--- src/rtl/gf_inv_2027.sv ---
`default_nettype none
// ============================================================================
//  Module   : gf_inv_2027
//  Brief    : Sequential modular inverter for GF(Q), r = a^(Q-2) mod Q, using
//             left-to-right square-and-multiply over one Barrett multiplier
//             (one modular multiply per clock).
//  Revision : 1.0  - initial release
// ============================================================================
module gf_inv_2027 #(
    parameter int Q  = 2027,   // field prime
    parameter int QW = 11,     // element width, Q < 2^QW < 2Q
    parameter int MU = 2069    // floor(2^(2*QW) / Q)
) (
    input  logic          clk,
    input  logic          rst_n,
    input  logic          in_valid,
    output logic          in_ready,
    input  logic [QW-1:0] in_a,
    output logic          out_valid,
    input  logic          out_ready,
    output logic [QW-1:0] out_r,
    output logic          out_err
);

    localparam int IW = $clog2(QW);       // bit-index width
    localparam int XW = 2 * QW;           // full product width
    localparam int TW = 2 * QW + 2;       // Barrett intermediate width

    localparam logic [QW-1:0] c_q     = QW'(Q);
    localparam logic [QW-1:0] c_exp   = QW'(Q - 2);   // Fermat exponent
    localparam logic [TW-1:0] c_q_w   = TW'(Q);
    localparam logic [TW-1:0] c_mu_w  = TW'(MU);
    localparam logic [IW-1:0] c_idx_top = IW'(QW - 1);

    typedef enum logic [1:0] {
        IDLE = 2'd0,
        SQR  = 2'd1,
        MUL  = 2'd2,
        DONE = 2'd3
    } state_t;

    state_t        r_state;
    logic [QW-1:0] r_acc;
    logic [QW-1:0] r_base;
    logic [IW-1:0] r_idx;
    logic          r_err;

    state_t        w_state_nxt;
    logic [QW-1:0] w_acc_nxt;
    logic [QW-1:0] w_base_nxt;
    logic [IW-1:0] w_idx_nxt;
    logic          w_err_nxt;

    logic [QW-1:0] w_a_red;
    logic [QW-1:0] w_mul_b;
    logic [XW-1:0] w_x;
    logic [TW-1:0] w_prod;
    logic [TW-1:0] w_t;
    logic [TW-1:0] w_r0;
    logic [TW-1:0] w_r1;
    logic [QW-1:0] w_mm;

    // Handshake outputs; the result is only presented while in DONE.
    assign in_ready  = rst_n && (r_state == IDLE);
    assign out_valid = (r_state == DONE);
    assign out_r     = (r_state == DONE && !r_err) ? r_acc : '0;
    assign out_err   = (r_state == DONE) && r_err;

    // Operand may be in [Q, 2^QW); one subtract brings it into the field.
    assign w_a_red = (in_a >= c_q) ? (in_a - c_q) : in_a;

    // Barrett modular multiply: acc * (base in MUL, acc in SQR) mod Q.
    always_comb begin
        w_mul_b = (r_state == MUL) ? r_base : r_acc;
        w_x     = XW'(r_acc) * XW'(w_mul_b);
        w_prod  = TW'(w_x >> (QW - 1)) * c_mu_w;
        w_t     = w_prod >> (QW + 1);
        // Quotient estimate undershoots by at most two, so r0 < 3Q.
        w_r0    = TW'(w_x) - (w_t * c_q_w);
        w_r1    = (w_r0 >= c_q_w) ? (w_r0 - c_q_w) : w_r0;
        w_mm    = QW'((w_r1 >= c_q_w) ? (w_r1 - c_q_w) : w_r1);
    end

    // Next-state and datapath update for the square-and-multiply walk.
    always_comb begin
        w_state_nxt = r_state;
        w_acc_nxt   = r_acc;
        w_base_nxt  = r_base;
        w_idx_nxt   = r_idx;
        w_err_nxt   = r_err;
        case (r_state)
            IDLE: begin
                if (in_valid && in_ready) begin
                    w_base_nxt  = w_a_red;
                    w_acc_nxt   = QW'(1);
                    w_idx_nxt   = c_idx_top;
                    w_err_nxt   = (w_a_red == '0);
                    w_state_nxt = SQR;
                end
            end
            SQR: begin
                w_acc_nxt = w_mm;
                if (c_exp[r_idx]) begin
                    w_state_nxt = MUL;
                end else if (r_idx == '0) begin
                    w_state_nxt = DONE;
                end else begin
                    w_idx_nxt = r_idx - IW'(1);
                end
            end
            MUL: begin
                w_acc_nxt = w_mm;
                if (r_idx == '0) begin
                    w_state_nxt = DONE;
                end else begin
                    w_idx_nxt   = r_idx - IW'(1);
                    w_state_nxt = SQR;
                end
            end
            DONE: begin
                if (out_ready) begin
                    w_state_nxt = IDLE;
                end
            end
            default: begin
                w_state_nxt = IDLE;
            end
        endcase
    end

    // State and datapath registers; reset aborts any computation in flight.
    always_ff @(posedge clk or negedge rst_n) begin
        if (!rst_n) begin
            r_state <= IDLE;
            r_acc   <= '0;
            r_base  <= '0;
            r_idx   <= '0;
            r_err   <= 1'b0;
        end else begin
            r_state <= w_state_nxt;
            r_acc   <= w_acc_nxt;
            r_base  <= w_base_nxt;
            r_idx   <= w_idx_nxt;
            r_err   <= w_err_nxt;
        end
    end

endmodule
`default_nettype wire

--- config.mk ---
export PLATFORM = sky130hd
export DESIGN_NAME = gf_inv_2027
export DESIGN_NICKNAME = d
export VERILOG_FILES = /design/src/rtl/gf_inv_2027.sv
export SDC_FILE = /design/constraint.sdc
export NUM_CORES = 1
export LEC_CHECK = 0
export BUFFER_PORTS_ARGS = -buffer_cell sky130_fd_sc_hd__buf_2
export CORE_UTILIZATION = 65
export CTS_BUF_LIST = sky130_fd_sc_hd__clkbuf_8 sky130_fd_sc_hd__clkbuf_16
export CTS_CLUSTER_SIZE = 14
export DETAILED_ROUTE_END_ITERATION = 8
export GPL_TIMING_DRIVEN = 0
export PLACE_DENSITY_LB_ADDON = 0.2
export SLEW_MARGIN = 20
export SYNTH_ARGS = -nofsm -noshare
export SYNTH_HDL_FRONTEND = slang
export SYNTH_SLANG_ARGS = --single-unit
--- constraint.sdc ---
create_clock -name clk -period 20.3 [get_ports clk]
set_input_delay 1.015 -clock clk [delete_from_list [all_inputs] [get_ports clk]]
set_output_delay 1.015 -clock clk [all_outputs]
set_load 0.05 [all_outputs]
==> results.yml, run 1 <==
run_status:
  status: "finished, final reports clean"
finish:
  post-route-util: 0.706
  layout-drive-gt1-share: 0.0567
  syn2layout_area_growth_pct: 4.87
  multi_input_area_mm2: 0.0104
  most-common-layout-cells: "inv_1 (293), ha_1 (188), fa_1 (166)"
  finalNonFillerCells: 1693
  nNetsFinal: 1833
  register_area_um2: 726
  layout_commonest_cell: "inv_1"
  fillers: 1446
  antenna_cells: 0
yosys:
  async_reset_ff_frac: 1.00
  yosysUniqueCellTypes: 88
  synth_edf_count: 0
  yosysSeqAreaShare: 0.0590
  yosysWarnings: 0
  synthFlopType: "dfrtp_1"
  syn-num-nets: 1801
  syn_avg_cell_area_um2: 8.60
  synth_cells: 1431
  syn_area_mm2: 0.0123
  ys_seq_elements: 29
route:
  drc_errors: 0
  drtPass1Iterations: 5
  wire_per_inst_um: 16.3
  drtIter0Drc: 544
  via_count: 9936
  routed_wirelength_um: 27600
  ant_nets: 0
  viasPerCell: 5.87
floorplan:
  die_h_um: 140
  die_area_mm2: 0.0195
  start_util: 0.673
  rows: 49
  core_mm2: 0.0183
  boundaryPins: 29
  die_w_um: 140
setup_path:
  cp-end-kind: "register"
  critPathKind: "reg -> reg"
  cp_max_fo: 10
  worstPathRequired_ns: 20.43
  cp_slowest_cell: "xnor2_1"
  path_common_cell: "fa_1"
  critPathArrivalTime_ns: 19.21
  critPathLaunchType: "register"
  cpPeakStageDelay_ns: 0.67
grt:
  grt_max_degree: 32
  grt_pass1_wl_um: 48100
  grt_pass1_vias: 10180
  track_usage: 0.302
  antenna_found_initial: 0
  grt_overflow: 0
clock_tree:
  hold_buffers: 0
  path_clk_slew_ns: 0.05
  clk-insertion-delay-late_ns: 0.27
  tritoncts: "done"
  htreeDepth: 2
  clockBufferDepth: 2
  clock-root-buffer: "clkbuf_16"
  clock_sinks: 29
  cts_buffers: 5
timing:
  min_period_ns: 19.08
  slew_headroom: 0.219
  whs_ns: 0.519
  worstMarginPinSlew_ns: 1.16
  tns_ns: 0
  fin_crit_sh: 0.940
  finalSetupViolations: 0
  skew_ns: 0.00368
  fmax_ghz: 0.0524
  report.final.slew_viol_count: 0
  final_hold_viol_count: 0
placed_design:
  hpwl_um: 23800
  port_buffers: 26
  finalWeightedCongestion: 0.923
  placed_cells: 1686
hold_path:
  min_path_type: "reg -> reg"
flow_run:
  maxCapViolCount: 0
## cell families (layout without fill, tap and decap cells)
kind of cell | after synthesis | in the layout | share of synthesized area
compound gates | 262 | 262 | 0.150
xor+xnor | 73 | 73 | 0.0520
fa+ha+maj | 355 | 355 | 0.462
buf+inv | 325 | 358 | 0.102
flops | 29 | 29 | 0.0590
mux | 20 | 20 | 0.0176
simple gates | 367 | 367 | 0.156
## critical path, delay by kind of cell, from the launching register on
family	cells	cell delay [ns]
adders and majority gates	19	7.90
AOI/OAI and AO/OA	23	4.91
and+or+nand+nor	9	2.32
xor gates and xnor gates	4	1.57
buffers and inverters	11	1.33
muxes	1	0.49
DFF	1	0.43
## synth_stat cells, types with 5 or more instances
library cell  count  share of area
inv_1           292          0.089
and4_1            6         0.0043
a21boi_0          6         0.0037
o21a_1           13         0.0079
a21oi_1          54          0.022
ha_1            189           0.19
nor2b_1          26          0.013
fa_1            166           0.27
or3_1             8         0.0041
a211o_1           6         0.0043
o21bai_1          7         0.0043
dfrtp_1          29          0.059
clkbuf_1         26         0.0079
mux2_2           13          0.012
nand2b_1          7         0.0036
nand2_1         117          0.036
nand4_1           8         0.0041
mux2i_1           7         0.0057
o21ai_1           5         0.0020
a211oi_1         11         0.0067
nor4_1            6         0.0031
o211ai_1         13         0.0079
nor3_1           22         0.0090
nand3_1          24         0.0098
o21ai_0          45          0.018
xor2_1           20          0.014
and3_1            9         0.0046
xnor2_1          53          0.038
o22ai_1           9         0.0046
a31oi_1           6         0.0031
nor2_1           44          0.013
a21o_1           27          0.016
and2_1           65          0.033
o211a_1           7         0.0057
## sequential cells by signal (all words and copies together), names as in the netlist
register / count
r_acc: 11
r_base: 11
r_idx: 4
r_state: 2
r_err: 1
## per-layer routing
| metal | vias to the layer above | wire (µm) | GRT usage |
|---|---|---|---|
| met2 | 273 | 13600 | 0.523 |
| met3 | 44 | 1320 | 0.0310 |
| met5 | - | 0 | 0 |
| met1 | 4822 | 12000 | 0.403 |
| li1 | 4797 | - | - |
| met4 | 0 | 663 | 0.0792 |
## metrics by stage
step / area, µm² / worst slack, ns
after floorplan: 12300 / 2.80
after global placement: 12700 / 0.488
after detailed placement: 12700 / 0.302
after CTS: 12900 / 0.136
after global routing: 12900 / -0.0224
final: 12900 / 1.22
## area by class of cell
| type | count | area share |
|---|---|---|
| tap | 229 | 0.0222 |
| clock inverter | 3 | 0.00107 |
| buffer | 32 | 0.0122 |
| clock buffer | 5 | 0.00970 |
| sequential | 29 | 0.0563 |
| inverter | 292 | 0.0850 |
| multi-input combinational | 1077 | 0.803 |
| timing repair buffer | 26 | 0.0101 |
## final timing paths
kind                                   startpoint                endpoint  slack, ns  cells after the start
min in group asynchronous                   rst_n  r_state[0]$_DFFE_PN0P_       0.78                      1
setup / recovery           r_state[0]$_DFFE_PN0P_   r_acc[10]$_DFFE_PN0P_       1.22                     67
max in group asynchronous                   rst_n    r_acc[9]$_DFFE_PN0P_      19.08                      1
hold reg to reg             r_base[0]$_DFFE_PN0P_   r_base[0]$_DFFE_PN0P_       0.52                      2
hold / removal              r_base[0]$_DFFE_PN0P_   r_base[0]$_DFFE_PN0P_       0.52                      2
setup reg to reg           r_state[0]$_DFFE_PN0P_   r_acc[10]$_DFFE_PN0P_       1.22                     67
## timing repair
item                                    4_1_cts  5_1_grt
setup buffers                                 0        0
gates resized for setup                       0        7
endpoints found under the setup margin        0       11
Power of run 1 is left out: the tool's default activity adds up to more than one toggle a clock period on the data nets, which glitch-free logic cannot reach.
==> run 2: changes to the inputs <==
- PLACE_DENSITY: unset -> 0.88
- PLACE_DENSITY_LB_ADDON: 0.2 -> unset
==> run 2 against run 1 <==
- global-route usage up 0.67 points
- worst hold slack improved by 0.0040 ns
- final cell count is the same
- critical endpoint is now r_acc[3]$_DFFE_PN0P_
==> results.yml, run 2 (synthesized netlist as in run 1, its figures left out) <==
run_status:
  status: "finished, final reports clean"
floorplan:
  die_area_mm2: 0.0195
  start_util: 0.673
  die_h_um: 140
  boundaryPins: 29
  core_mm2: 0.0183
  die_w_um: 140
  rows: 49
timing:
  whs_ns: 0.523
  rsz0062_at_grt: "no"
  fin_crit_sh: 0.942
  min_period_ns: 19.12
  report.final.slew_viol_count: 0
  worstMarginPinSlew_ns: 1.11
  final_hold_viol_count: 0
  skew_ns: 0.00352
  finalSetupViolations: 0
  tns_ns: 0
  fmax_ghz: 0.0523
  slew_headroom: 0.257
setup_path:
  cpPeakStageDelay_ns: 0.56
  worstPathRequired_ns: 20.47
  cp-end-kind: "register"
  cp_slowest_cell: "fa_1"
  critPathArrivalTime_ns: 19.29
  path_delay_family: "adder cells"
  cp_max_fo: 10
  critPathKind: "reg -> reg"
  critPathLaunchType: "register"
  crit_buf_inv: 14
placed_design:
  finalWeightedCongestion: 0.940
  hpwl_um: 24400
  port_buffers: 26
route:
  wire_per_inst_um: 17.0
  ant_nets: 0
  viasPerCell: 5.99
  routed_wirelength_um: 28700
  drc_errors: 0
  drtPass1Iterations: 5
  drtIter0Drc: 657
  via_count: 10146
grt:
  grt_max_degree: 32
  grt_overflow: 0
  track_usage: 0.308
  grt_pass1_wl_um: 48900
  antenna_found_initial: 0
  grt_pass1_vias: 10414
clock_tree:
  htreeDepth: 2
  clk-insertion-delay-late_ns: 0.27
  tritoncts: "done"
  clock_sinks: 29
  cts_buffers: 5
  clock-root-buffer: "clkbuf_16"
  clockBufferDepth: 2
  path_clk_slew_ns: 0.05
hold_path:
  min_path_type: "reg -> reg"
finish:
  most-common-layout-cells: "inv_1 (292), ha_1 (189), fa_1 (166)"
  nNetsFinal: 1833
  reg_top3: "r_acc x11, r_base x11, r_idx x4"
  layout-drive-gt1-share: 0.0587
  syn2layout_area_growth_pct: 5.41
  antenna_cells: 0
  layout_commonest_cell: "inv_1"
flow_run:
  maxCapViolCount: 0
## run 2: changes by cell type in the layout (fill, tap and decap cells not counted), sizes merged
cell,change
bufinv,+1
clkbuf,+1
inv,-1
clkinvlp,+1
clkinv,-2
## run 2: timing repair
action / in CTS / in global routing
hold buffers: 0 / 0
buffers inserted: 0 / 0
setup endpoints to repair: 0 / 11
gates resized for setup: 0 / 12
## run 2: worst register-to-register path: cells and delay by family, from the launching register on
kind | cells | cell delay [ns]
buffers and inverters | 14 | 1.81
AOI/OAI and AO/OA | 22 | 4.99
adders and majority gates | 19 | 7.90
xor gates and xnor gates | 2 | 0.81
muxes | 1 | 0.47
DFF | 1 | 0.42
and+or+nand+nor | 10 | 2.62
## run 2: routing by layer
layer,up-vias,part of all wire,global-route usage
met5,-,0,0
met4,0,0.032,0.105
met1,4944,0.41,0.391
met3,64,0.055,0.0348
li1,4786,-,-
met2,352,0.50,0.547
## run 2: final timing paths
kind	startpoint	endpoint	slack (ns)	depth (start not counted)
min in group asynchronous	rst_n	r_state[1]$_DFFE_PN0P_	0.78	1
setup / recovery	r_state[0]$_DFFE_PN0P_	r_acc[3]$_DFFE_PN0P_	1.18	68
hold reg to reg	r_idx[3]$_DFFE_PN0P_	r_idx[3]$_DFFE_PN0P_	0.52	1
max in group asynchronous	rst_n	r_base[4]$_DFFE_PN0P_	19.09	1
hold / removal	r_idx[3]$_DFFE_PN0P_	r_idx[3]$_DFFE_PN0P_	0.52	1
setup reg to reg	r_state[0]$_DFFE_PN0P_	r_acc[3]$_DFFE_PN0P_	1.18	68
## run 2: stage by stage
| step | util | setup WS [ns] | cell area, µm² | std cells |
|---|---|---|---|---|
| finish | 0.710 | 1.18 | 13000 | 1693 |
| global placement | 0.696 | 0.510 | 12700 | 1686 |
| detailed placement | 0.696 | 0.257 | 12700 | 1686 |
| global route | 0.710 | 0.00209 | 13000 | 1693 |
| floorplan | - | 2.80 | 12300 | 1431 |
| CTS | 0.706 | 0.0942 | 12900 | 1694 |
## run 2: final cells by class
type | instances | area [µm²]
Multi-Input combinational cell | 1077 | 10400
Clock buffer | 6 | 139
Fill cell | 1372 | 5300
Clock inverter | 2 | 37.5
Buffer | 32 | 159
Sequential cell | 29 | 726
Inverter | 292 | 1100
Timing Repair Buffer | 26 | 130
Tap cell | 229 | 287
Power of run 2 is left out for the same reason.
==> run 3: changes to the inputs <==
- CORE_ASPECT_RATIO: unset -> 1.5
==> run 3 against run 2 <==
- die area hardly changed
- non-clock buffer count unchanged
- final area hardly changed
- highest routed layer unchanged
==> results.yml, run 3 (synthesized netlist as in run 1, its figures left out) <==
clock_tree:
  clock_sinks: 29
  hold_buffers: 0
  clock-root-buffer: "clkbuf_16"
  clockBufferDepth: 2
  clk-insertion-delay-late_ns: 0.28
  htreeDepth: 2
  path_clk_slew_ns: 0.05
  tritoncts: "done"
  cts_buffers: 5
placed_design:
  finalWeightedCongestion: 0.968
  placed_cells: 1709
  dp_worst_setup_slack_ns: -0.0731
  port_buffers: 26
  hpwl_um: 25000
grt:
  track_usage: 0.328
  grt_pass1_wl_um: 50500
  grt_max_degree: 32
  grt_pass1_vias: 10890
  grt_overflow: 0
  antenna_found_initial: 0
setup_path:
  cpPeakStageDelay_ns: 0.65
  worstPathRequired_ns: 20.49
  cp-end-kind: "register"
  path_common_cell: "fa_1"
  path_delay_family: "adder cells"
  critPathLaunchType: "register"
  crit_buf_inv: 11
  critPathArrivalTime_ns: 19.52
  cp_max_fo: 10
  cp_slowest_cell: "a2111oi_0"
  critPathKind: "reg -> reg"
timing:
  rsz0062_at_grt: "no"
  skew_ns: 0.00245
  final_hold_viol_count: 0
  final.setup.worst_slack_ns: 0.975
  finalSetupViolations: 0
  min_period_ns: 19.33
  report.final.slew_viol_count: 0
  worstMarginPinSlew_ns: 1.02
  slew_headroom: 0.303
  fin_crit_sh: 0.952
  fmax_ghz: 0.0517
floorplan:
  rows: 61
  boundaryPins: 29
  die_area_mm2: 0.0195
  start_util: 0.663
  die_h_um: 170
  core_mm2: 0.0185
  die_w_um: 114
route:
  drtPass1Iterations: 6
  wire_per_inst_um: 17.5
  via_count: 10433
  ant_nets: 0
  drtIter0Drc: 679
  drc_errors: 0
  viasPerCell: 6.08
  routed_wirelength_um: 30000
finish:
  layout-drive-gt1-share: 0.0594
  reg_top3: "r_acc x11, r_base x11, r_idx x4"
  layout_commonest_cell: "inv_1"
  syn2layout_area_growth_pct: 5.46
  most-common-layout-cells: "inv_1 (292), ha_1 (188), fa_1 (166)"
  antenna_cells: 0
  finalNonFillerCells: 1716
  nNetsFinal: 1833
run_status:
  status: "finished, final reports clean"
hold_path:
  min_path_type: "reg -> reg"
flow_run:
  maxCapViolCount: 0
[run 3: final timing paths]
check / from / to / slack [ns] / depth (start not counted)
min in group asynchronous: rst_n / r_base[7]$_DFFE_PN0P_ / 0.76 / 1
max in group asynchronous: rst_n / r_acc[6]$_DFFE_PN0P_ / 19.11 / 1
max reg2reg: r_state[0]$_DFFE_PN0P_ / r_acc[3]$_DFFE_PN0P_ / 0.97 / 66
min reg2reg: r_err$_DFFE_PN0P_ / r_err$_DFFE_PN0P_ / 0.52 / 2
min: r_err$_DFFE_PN0P_ / r_err$_DFFE_PN0P_ / 0.52 / 2
max: r_state[0]$_DFFE_PN0P_ / r_acc[3]$_DFFE_PN0P_ / 0.97 / 66
[run 3: stage by stage]
step	hold WS (ns)	utilization	instance area, µm²	TNS, ns
finish	0.521	0.699	13000	0
global route	0.567	0.699	13000	0
CTS	0.522	0.697	12900	0
detailed placement	0.493	0.688	12800	-0.0731
global placement	0.490	0.687	12700	0
floorplan	0.461	-	12300	0
[run 3: worst reg2reg max path: cells and delay by family (launching register included)]
family / cells / cell delay [ns]
buffers and inverters: 11 / 1.39
AND/OR/NAND/NOR: 12 / 3.02
XOR/XNOR: 2 / 0.82
AO/OA/AOI/OAI: 21 / 5.10
flip-flops: 1 / 0.43
adder cells (fa/ha/maj): 19 / 7.99
multiplexers: 1 / 0.47
[run 3: area by class of cell]
type	count	area, µm²
tap	252	315
buffer	32	159
sequential	29	726
fill	1383	5570
clock buffer	5	125
timing repair buffer	26	130
multi-input combinational	1077	10400
clock inverter	3	46.3
inverter	292	1100
[run 3: per-layer routing]
metal,part of all wire,up-vias,GRT usage,wire length [µm]
li1,-,4781,-,-
met1,0.36,5122,0.342,10700
met2,0.53,387,0.622,15900
met3,0.042,143,0.0338,1250
met4,0.069,0,0.202,2080
met5,0,-,0,0
[run 3: what timing repair did]
item	4_1_cts	5_1_grt
cloned	0	0
resized for setup	1	10
setup buffers	0	0
setup endpoints to repair	5	11
Power of run 3 is left out for the same reason.
